File: src/rtl/fetch_pkg.sv
// rtl/fetch_pkg.sv - shared widths, halt opcode and queue entry type for the fetch queue
//
// Contents:
//   PC_W          fetch PC width (word addressed)
//   INSTR_W       instruction width, opcode in instr[15:12]
//   HALT_OP       opcode that stops fetching
//   fetch_entry_t one queued {pc, instr} pair
//   is_halt()     opcode test used when an instruction is pushed

package fetch_pkg;

    localparam int PC_W    = 16;
    localparam int INSTR_W = 16;

    localparam logic [3:0] HALT_OP = 4'hF;

    typedef struct packed {
        logic [PC_W-1:0]    pc;
        logic [INSTR_W-1:0] instr;
    } fetch_entry_t;

    function automatic logic is_halt(input logic [INSTR_W-1:0] instr);
        return instr[15:12] == HALT_OP;
    endfunction

endpackage

File: src/rtl/fetchq_fifo.sv
// rtl/fetchq_fifo.sv - parameterised synchronous FIFO with push, pop, flush and occupancy
//
// Parameters:
//   DEPTH    entries, power of two, >= 2
//   WIDTH    entry width in bits
// Ports:
//   i_clk    clock, rising edge
//   i_rst_n  asynchronous active-low reset; clears pointers, count and storage
//   i_push   write i_data at the tail
//   i_pop    drop the head entry
//   i_flush  empty the FIFO; overrides push and pop
//   i_data   tail write data
//   o_data   head entry (storage read at the read pointer)
//   o_count  occupancy, 0..DEPTH
//   o_empty  occupancy is zero
//   o_full   occupancy is DEPTH

module fetchq_fifo #(
    parameter int DEPTH = 4,
    parameter int WIDTH = 32
) (
    input  logic                   i_clk,
    input  logic                   i_rst_n,
    input  logic                   i_push,
    input  logic                   i_pop,
    input  logic                   i_flush,
    input  logic [WIDTH-1:0]       i_data,
    output logic [WIDTH-1:0]       o_data,
    output logic [$clog2(DEPTH):0] o_count,
    output logic                   o_empty,
    output logic                   o_full
);

    localparam int PTR_W = $clog2(DEPTH);
    localparam int CNT_W = PTR_W + 1;
    localparam logic [CNT_W-1:0] FULL_CNT = CNT_W'(DEPTH);

    logic [WIDTH-1:0] r_mem [DEPTH];
    logic [PTR_W-1:0] r_rd_ptr;
    logic [PTR_W-1:0] r_wr_ptr;
    logic [CNT_W-1:0] r_count;

    // Pointers are exactly log2(DEPTH) bits so they wrap without explicit modulo.
    // A push while full is only legal together with a pop; the write then lands in
    // the slot the head is vacating this same edge.
    always_ff @(posedge i_clk or negedge i_rst_n) begin
        if (!i_rst_n) begin
            r_rd_ptr <= '0;
            r_wr_ptr <= '0;
            r_count  <= '0;
            for (int i = 0; i < DEPTH; i++) begin
                r_mem[i] <= '0;
            end
        end else if (i_flush) begin
            r_rd_ptr <= '0;
            r_wr_ptr <= '0;
            r_count  <= '0;
        end else begin
            if (i_push) begin
                r_mem[r_wr_ptr] <= i_data;
                r_wr_ptr        <= r_wr_ptr + 1'b1;
            end
            if (i_pop) begin
                r_rd_ptr <= r_rd_ptr + 1'b1;
            end
            if (i_push && !i_pop) begin
                r_count <= r_count + 1'b1;
            end else if (!i_push && i_pop) begin
                r_count <= r_count - 1'b1;
            end
        end
    end

    assign o_data  = r_mem[r_rd_ptr];
    assign o_count = r_count;
    assign o_empty = (r_count == '0);
    assign o_full  = (r_count == FULL_CNT);

endmodule

File: src/rtl/fetch_queue.sv
// rtl/fetch_queue.sv - instruction prefetch queue: fetch PC, halt and branch redirect around fetchq_fifo
//
// Optional feature macro: FETCHQ_BYPASS_EN (empty-queue same-cycle bypass to decode)
//
// Parameters:
//   DEPTH          queue entries, power of two, >= 2
// Ports:
//   clk            pipeline clock, rising edge
//   reset          asynchronous active-low reset
//   imem_addr      instruction memory address (the fetch PC)
//   imem_rdata     combinational instruction read of imem_addr
//   stall          decode cannot accept this cycle
//   branch_taken   redirect from execute; flushes queue, beats push/pop/halt
//   branch_target  PC to fetch from after a redirect
//   out_valid      head entry valid
//   out_pc         head entry PC
//   out_instr      head entry instruction
//   fetch_halted   a halt opcode was pushed; no further fetch until a redirect
//   count          queue occupancy

module fetch_queue
    import fetch_pkg::*;
#(
    parameter int DEPTH = 4
) (
    input  logic                   clk,
    input  logic                   reset,
    output logic [PC_W-1:0]        imem_addr,
    input  logic [INSTR_W-1:0]     imem_rdata,
    input  logic                   stall,
    input  logic                   branch_taken,
    input  logic [PC_W-1:0]        branch_target,
    output logic                   out_valid,
    output logic [PC_W-1:0]        out_pc,
    output logic [INSTR_W-1:0]     out_instr,
    output logic                   fetch_halted,
    output logic [$clog2(DEPTH):0] count
);

    logic [PC_W-1:0] r_pc;
    logic            r_halted;

    fetch_entry_t w_new;
    fetch_entry_t w_head;
    fetch_entry_t w_out;
    logic         w_fifo_empty;
    logic         w_fifo_full;
    logic         w_fifo_push;
    logic         w_fifo_pop;
    logic         w_push;
    logic         w_pop;
    logic [$clog2(DEPTH):0] w_fifo_count;

    assign w_new = '{pc: r_pc, instr: imem_rdata};

`ifdef FETCHQ_BYPASS_EN
    // With nothing queued, the entry being fetched this cycle goes straight to decode.
    // This is written without w_push so out_valid does not loop back through w_pop.
    logic w_bypass;
    assign w_bypass  = w_fifo_empty && !r_halted && !branch_taken;
    assign out_valid = !w_fifo_empty || w_bypass;
    assign w_out     = w_bypass ? w_new : w_head;
`else
    assign out_valid = !w_fifo_empty;
    assign w_out     = w_head;
`endif

    assign w_pop  = out_valid && !stall && !branch_taken;
    assign w_push = !r_halted && !branch_taken && (!w_fifo_full || w_pop);

    // A pop seen while the FIFO is empty can only be a bypassed entry: it is consumed
    // directly and never stored.
    assign w_fifo_push = w_push && !(w_fifo_empty && w_pop);
    assign w_fifo_pop  = w_pop && !w_fifo_empty;

    fetchq_fifo #(
        .DEPTH (DEPTH),
        .WIDTH ($bits(fetch_entry_t))
    ) u_fifo (
        .i_clk   (clk),
        .i_rst_n (reset),
        .i_push  (w_fifo_push),
        .i_pop   (w_fifo_pop),
        .i_flush (branch_taken),
        .i_data  (w_new),
        .o_data  (w_head),
        .o_count (w_fifo_count),
        .o_empty (w_fifo_empty),
        .o_full  (w_fifo_full)
    );

    always_ff @(posedge clk or negedge reset) begin
        if (!reset) begin
            r_pc     <= '0;
            r_halted <= 1'b0;
        end else if (branch_taken) begin
            r_pc     <= branch_target;
            r_halted <= 1'b0;
        end else if (w_push) begin
            r_pc <= r_pc + 1'b1;
            if (is_halt(imem_rdata)) begin
                r_halted <= 1'b1;
            end
        end
    end

    assign imem_addr    = r_pc;
    assign out_pc       = w_out.pc;
    assign out_instr    = w_out.instr;
    assign fetch_halted = r_halted;
    assign count        = w_fifo_count;

endmodule

File: config.mk
export PLATFORM = sky130hd
export DESIGN_NAME = fetch_queue
export DESIGN_NICKNAME = d
export VERILOG_FILES = /design/src/rtl/fetch_pkg.sv /design/src/rtl/fetchq_fifo.sv /design/src/rtl/fetch_queue.sv
export SDC_FILE = /design/constraint.sdc
export NUM_CORES = 1
export LEC_CHECK = 0
export CAP_MARGIN = 30
export CORE_AREA = 2 2 121 123
export DETAILED_ROUTE_END_ITERATION = 16
export DIE_AREA = 0 0 123 125
export PLACE_DENSITY = 0.72
export SLEW_MARGIN = 10
export SYNTH_ARGS = -nofsm -noshare
export SYNTH_HDL_FRONTEND = slang
export SYNTH_SLANG_ARGS = --single-unit
File: constraint.sdc
create_clock -name clk -period 2.07 [get_ports clk]
set_input_delay 0.207 -clock clk [delete_from_list [all_inputs] [get_ports clk]]
set_output_delay 0.207 -clock clk [all_outputs]
set_load 0.005 [all_outputs]
Yosys cells after proc, flatten, opt, wreduce, memory -nomap -nowiden
Cells that the tools add are included.
Operators by class
  bitwise operators: 3
  eq/ne operators: 2
  multiplexer cells: 18
  $add $sub $neg: 5
  reduce and logical (&&, ||, !) cells: 27
  order comparisons: 3
Operators with widths (number)
  128-bit bitwise mux: 1
  32-bit two-way mux: 3
  32-bit binary-select mux with 2-bit select: 1
  32-bit demux with 2-bit select: 1
  16-bit two-way mux: 2
  16-bit by 1-bit adder with 16-bit output, second input constant: 1
  1-bit logical AND: 10
  3-bit two-way mux: 3
  1-bit logical NOT: 8
  2-bit two-way mux: 4
  2-bit nonzero test: 4
  3-bit greater-or-equal comparator, second input constant: 2
  2-bit NOT with 3-bit output: 2
  2-bit by 1-bit adder with 2-bit output, second input constant: 2
  4-bit equality test, second input constant: 1
  2-bit AND reduction: 2
  3-bit by 1-bit adder with 3-bit output, second input constant: 1
  3-bit equality test, second input constant: 1
  3-bit logical NOT: 1
  3-bit by 1-bit less-than comparator with 1-bit output, second input constant: 1
  1-bit two-way mux: 3
  3-bit nonzero test: 1
  3-bit by 1-bit subtractor with 3-bit output, second input constant: 1
  1-bit logical OR: 1
  1-bit NOT: 1
Storage, ports and cells
  bits in registers: 152
  logic and storage cells: 67
  input bits: 36
  output and inout bits: 53

Logic depth before layout (Yosys ltp)
  word-level depth: 12
  depth in mapped cells: 7
  mapped depth without buffers: 7

Modules after synthesis
From an unflattened synthesis, not the netlist that was laid out.
Second synthesis, totals
  cells, all modules: 468
  area total of the unflattened synthesis: 7009.2 um^2
Modules (own cells, without submodules)
  fetchq_fifo: seq. area each 3378.2 um^2, cells an instance 353, area an instance 5988.2 um^2, times used 1
  fetch_queue: seq. area each 425.4 um^2, cells an instance 115, area an instance 1021.0 um^2, times used 1

Worst setup path before layout
Ideal clock, no wire load.
  path kind: reg-to-reg
  from: register u_fifo.r_count[0] (netlist: u_fifo.o_count[0])
  to: register u_fifo.r_count[2] (netlist: u_fifo.o_count[2])
  setup time: 0.125 ns
  arrival time: 1.945 ns
  setup slack: 0.001 ns
  cell stages (with the launch flop): 8
  data required time: 1.945 ns
  path buffers: 0
  period minus slack after synthesis: 2.069 ns
  cell sequence: dfrtp_1 -> and4bb_4 -> nor3_1 -> nor2b_1 -> fa_1 -> and2_1 -> mux2i_1 -> mux2_2
On the way
  word-level cells in the longest chain between the ends: 10
  elaborated cells on any way between the ends: 22
  those cells by class: add/sub: 2; eq/ne: 1; mux: 3; reduce/logical: 16
Ends and longest elaborated chain
  start: declaration: RTL line fetchq_fifo.sv:41  | logic [CNT_W-1:0] r_count;
  start signal: assignment: RTL line fetchq_fifo.sv:67  | r_count <= r_count + 1'b1;
  start signal: assignment: RTL line fetchq_fifo.sv:69  | r_count <= r_count - 1'b1;
  3-bit logical NOT: RTL line fetchq_fifo.sv:76  | assign o_empty = (r_count == '0);
  1-bit logical NOT: RTL line fetch_queue.sv:64, fetch_queue.sv:74
  1-bit logical AND (2 in a row): RTL line fetch_queue.sv:68  | assign w_pop = out_valid && !stall && !branch_taken;
  1-bit logical OR / 1-bit logical AND (equally long branches): RTL line fetch_queue.sv:69, fetch_queue.sv:73
  1-bit logical AND / 1-bit logical NOT (equally long branches): RTL line fetch_queue.sv:69, fetch_queue.sv:73
  1-bit logical AND: RTL line fetch_queue.sv:73  | assign w_fifo_push = w_push && !(w_fifo_empty && w_pop);
  1-bit logical AND / 1-bit logical NOT (equally long branches): RTL line fetchq_fifo.sv:66, fetchq_fifo.sv:68
  3-bit two-way mux / 1-bit logical AND (equally long branches): RTL line fetchq_fifo.sv:66, fetchq_fifo.sv:68
  3-bit two-way mux / 3-bit nonzero test (equally long branches)
Parallel ways exist; a longest one is shown, timed or not. The select of a mux whose other input is x is not followed.
A chain may end at the register's enable or synchronous reset.

Final worst setup path
  from: register u_fifo.r_rd_ptr[0]
  to: output out_pc[4]
On the way
  word-level cells in the longest chain between the ends: 4
Ends and longest elaborated chain
  start: declaration: RTL line fetchq_fifo.sv:39  | logic [PTR_W-1:0] r_rd_ptr;
  start signal: assignment: RTL line fetchq_fifo.sv:64  | r_rd_ptr <= r_rd_ptr + 1'b1;
  2-bit NOT with 3-bit output (implied by the code): RTL line fetchq_fifo.sv:74  | assign o_data = r_mem[r_rd_ptr];
  32-bit binary-select mux with 2-bit select: RTL line fetchq_fifo.sv:74
  32-bit two-way mux (implied by the code) (2 in a row): RTL line fetchq_fifo.sv:74
  end: declaration: RTL line fetch_queue.sv:34  | output logic [PC_W-1:0] out_pc,
Every way passes these cells. The select of a mux whose other input is x is not followed.

==> flow_summary.yaml <==
detailed_routing:
  ant_nets: 0
  wire_per_inst_um: 19.3
  drc: 0
  num_vias: 4457
  dr.pass1.iters: 4
  vias_per_cell: 5.57
  drtIter0Drc: 226
  routed_wl_mm: 15.5
synth:
  synthAdderAreaFrac_pct: 1.19
  syn_inst: 478
  ys_seq_area_share_pct: 54.8
  synth_top_cell_by_area: "dfrtp_1"
  synth_top_cell_area_share_pct: 54.8
  synth_top_family_by_area: "multiplexers"
  yosys.area_share.simple_pct: 5.35
  synth_compound_area_share_pct: 2.13
  synth_top_cells_by_count: "dfrtp_1, mux2_2, mux4_2"
  synth_edf_count: 0
  yosys_warnings: 0
  syn_nets: 520
  syn-mean-instance-area_sq_um: 14.5
  yosysMostFrequentCell: "dfrtp_1"
  syn-cell-area_sq_um: 6940
  synthTopCellsByArea: "dfrtp_1, mux2_2, mux4_2"
  ys_ff_latch: 152
  ys.flop_type: "dfrtp_1"
  synth.area.mux_share_pct: 31.9
  ys_types: 37
  synth-xor-area-share_pct: 1.89
  synthArstFlopShare_pct: 100
setup_path:
  critPathMaxStageDelay_ns: 0.43
  end_kind: "primary output"
  crit_type: "register to primary output"
  cp_common_cell: "buf_4"
  cp_slowest_cell: "dfrtp_2"
  path_max_fanout: 6
  reg2reg_depth: 5
  worstSetupStartpoint: "u_fifo.r_rd_ptr[0]$_DFFE_PN0P_"
  reg2reg_to: "imem_addr[13]$_DFFE_PN0P_"
  path_cells: "buf_4, buf_12, buf_4, mux4_2, buf_6"
  start_kind: "register"
  r2r-start: "u_fifo.o_count[2]$_DFFE_PN0P_"
  cp_data_arrival_time_ns: 1.84
  worstPathRequired_ns: 1.86
  reg2reg_slack_ns: 0.06
sta:
  finalMaxSlewViolations: 0
  hold_viol: 0
  skew_ns: 0.00739
  post-route-period-util_pct: 98.9
  rsz0062_at_grt: "yes"
  worst_pin_slew_ns: 0.524
  min_period_ns: 2.05
  setup_tns_ns: 0
  maxSlewHeadroom_pct: 65.0
  fmax_mhz: 488
  finalSetupViolCount: 0
die:
  floorplan.initialDensity_pct: 48.9
  core-area_sq_um: 14200
  ios: 89
  dieHeight_um: 125
  row_count: 44
  dieWidth_um: 123
  die-area_sq_um: 15400
cts:
  numCtsBuffers: 17
  tritoncts: "done"
  insertion_delay_ns: 0.42
  cts-root-buf: "clkbuf_16"
  cts_buffer_depth: 2
  cts_max_level: 4
  clkSinkCount: 152
  clkTransAtPathRegs_ns: 0.06
place:
  placed_area_sq_um: 8370
  hpwl_mm: 10.1
  io_buffer_count: 88
  dp.cells: 757
  gp_congestion: 0.805
run_status:
  outcome: "finished, final reports clean"
global_route:
  grt_pass1_vias: 4945
  grt_max_degree: 54
  grt_pass1_wl_mm: 25.4
  grt_antenna_before_repair: 0
  grt.total_usage_pct: 21.6
  overflow: 0
final_layout:
  drive_gt1_share_pct: 42.9
  area_delta_synth_final_pct: 30.0
  utilization_pct: 63.6
  fin_area_sq_um: 9030
  layout.cells.non_filler: 800
  fin_nets: 647
  n_antenna_cell: 0
worst_hold_path:
  hold_path.class: "primary input to asynchronous set/reset pin"
power_and_ir_drop:
  powerDensity_nw_per_um2: 1440
  leakage_nw: 3.79
  ir_drop_mv: 0.844
job:
  maxCapViolations: 0
## through the flow
step | hold WS (ns) | total power, W | setup WS, ns
finish | 0.307 | 0.0130 | 0.0229
detailed placement | 0.200 | 0.0100 | -0.207
CTS | 0.326 | 0.0132 | -0.166
floorplan | -0.0886 | 0.00769 | 0.000774
global route | 0.340 | 0.0138 | -0.0331
global placement | 0.190 | 0.00977 | -0.165
## how the worst max path moves through the flow
stage                                    endpoint  slack [ns]  cells after the start
floorplan           u_fifo.o_count[2]$_DFFE_PN0P_      0.0008                      7
global placement    u_fifo.o_count[2]$_DFFE_PN0P_       -0.16                      8
detailed placement  u_fifo.o_count[2]$_DFFE_PN0P_       -0.21                      8
CTS                                  out_instr[1]       -0.17                      5
global route                            out_pc[9]       -0.03                      5
finish                                  out_pc[4]        0.02                      5
## cells by family after synthesis
kind of cell | count (synthesis)
AOI/OAI and AO/OA | 25
DFF | 152
muxes | 165
xor gates and xnor gates | 15
adders and majority gates | 6
buffers and inverters | 45
and+or+nand+nor | 70
## worst max-delay path: cells and delay by family, from the launching register on
| family | cells | cell delay, ns |
|---|---|---|
| buffers and inverters | 4 | 0.56 |
| flip-flops | 1 | 0.43 |
| multiplexers | 1 | 0.43 |
## placed cells by master (no fill, tap or decap), drive strengths merged, types with 3 or more instances in the layout
cell type	netlist	final
mux2	130	130
nor4	4	4
clkbuf	19	37
and2	5	5
or3	6	6
clkdlybuf4s50	0	55
dfrtp	152	152
mux2i	3	3
nor2	15	15
bufinv	0	4
nor3b	3	3
nand2	18	18
nand4	3	3
nor3	5	5
xnor2	14	14
ha	5	5
o21ai	14	14
clkinv	0	4
clkdlybuf4s15	0	12
a31oi	3	3
buf	18	61
a21oi	3	3
mux4	32	32
inv	8	8
## routing by layer
metal  global-route usage [%]  share of wire, %  wire, um  vias to the layer above
met5                        0                 0         0                        -
met4                     6.89               1.9       288                        0
met3                     5.79               4.2       654                       29
met2                     36.8                53      8130                       99
met1                     26.8                41      6380                     2349
li1                         -                 -         -                     1980
## report_power, final
| group | leakage (nW) | internal (W) | switching (W) |
|---|---|---|---|
| Clock | 0.287 | 0.00200 | 0.00115 |
| Combinational | 1.66 | 0.00312 | 0.00175 |
| Sequential | 1.84 | 0.00430 | 0.000696 |
## state kept, by name (all words and copies together) (netlist names)
register         flops
u_fifo.r_mem       128
imem_addr           16
u_fifo.o_count       3
u_fifo.r_rd_ptr      2
u_fifo.r_wr_ptr      2
fetch_halted         1
## final cells by class
cell class | count | area (sq um)
Timing Repair Buffer | 145 | 1410
Multi-Input combinational cell | 281 | 2960
Fill cell | 1083 | 5170
Clock inverter | 9 | 151
Inverter | 8 | 30.0
Tap cell | 184 | 230
Sequential cell | 152 | 3800
Clock buffer | 21 | 440
## what timing repair did
| item | in CTS | in global routing |
|---|---|---|
| gates cloned | 2 | 0 |
| hold buffers | 1 | 0 |
| resized for setup | 50 | 45 |
| hold endpoints to repair | 50 | 0 |
| endpoints found under the setup margin | 32 | 24 |
| setup buffers | 9 | 2 |
Note: power is estimated with default switching activity, not from simulation.
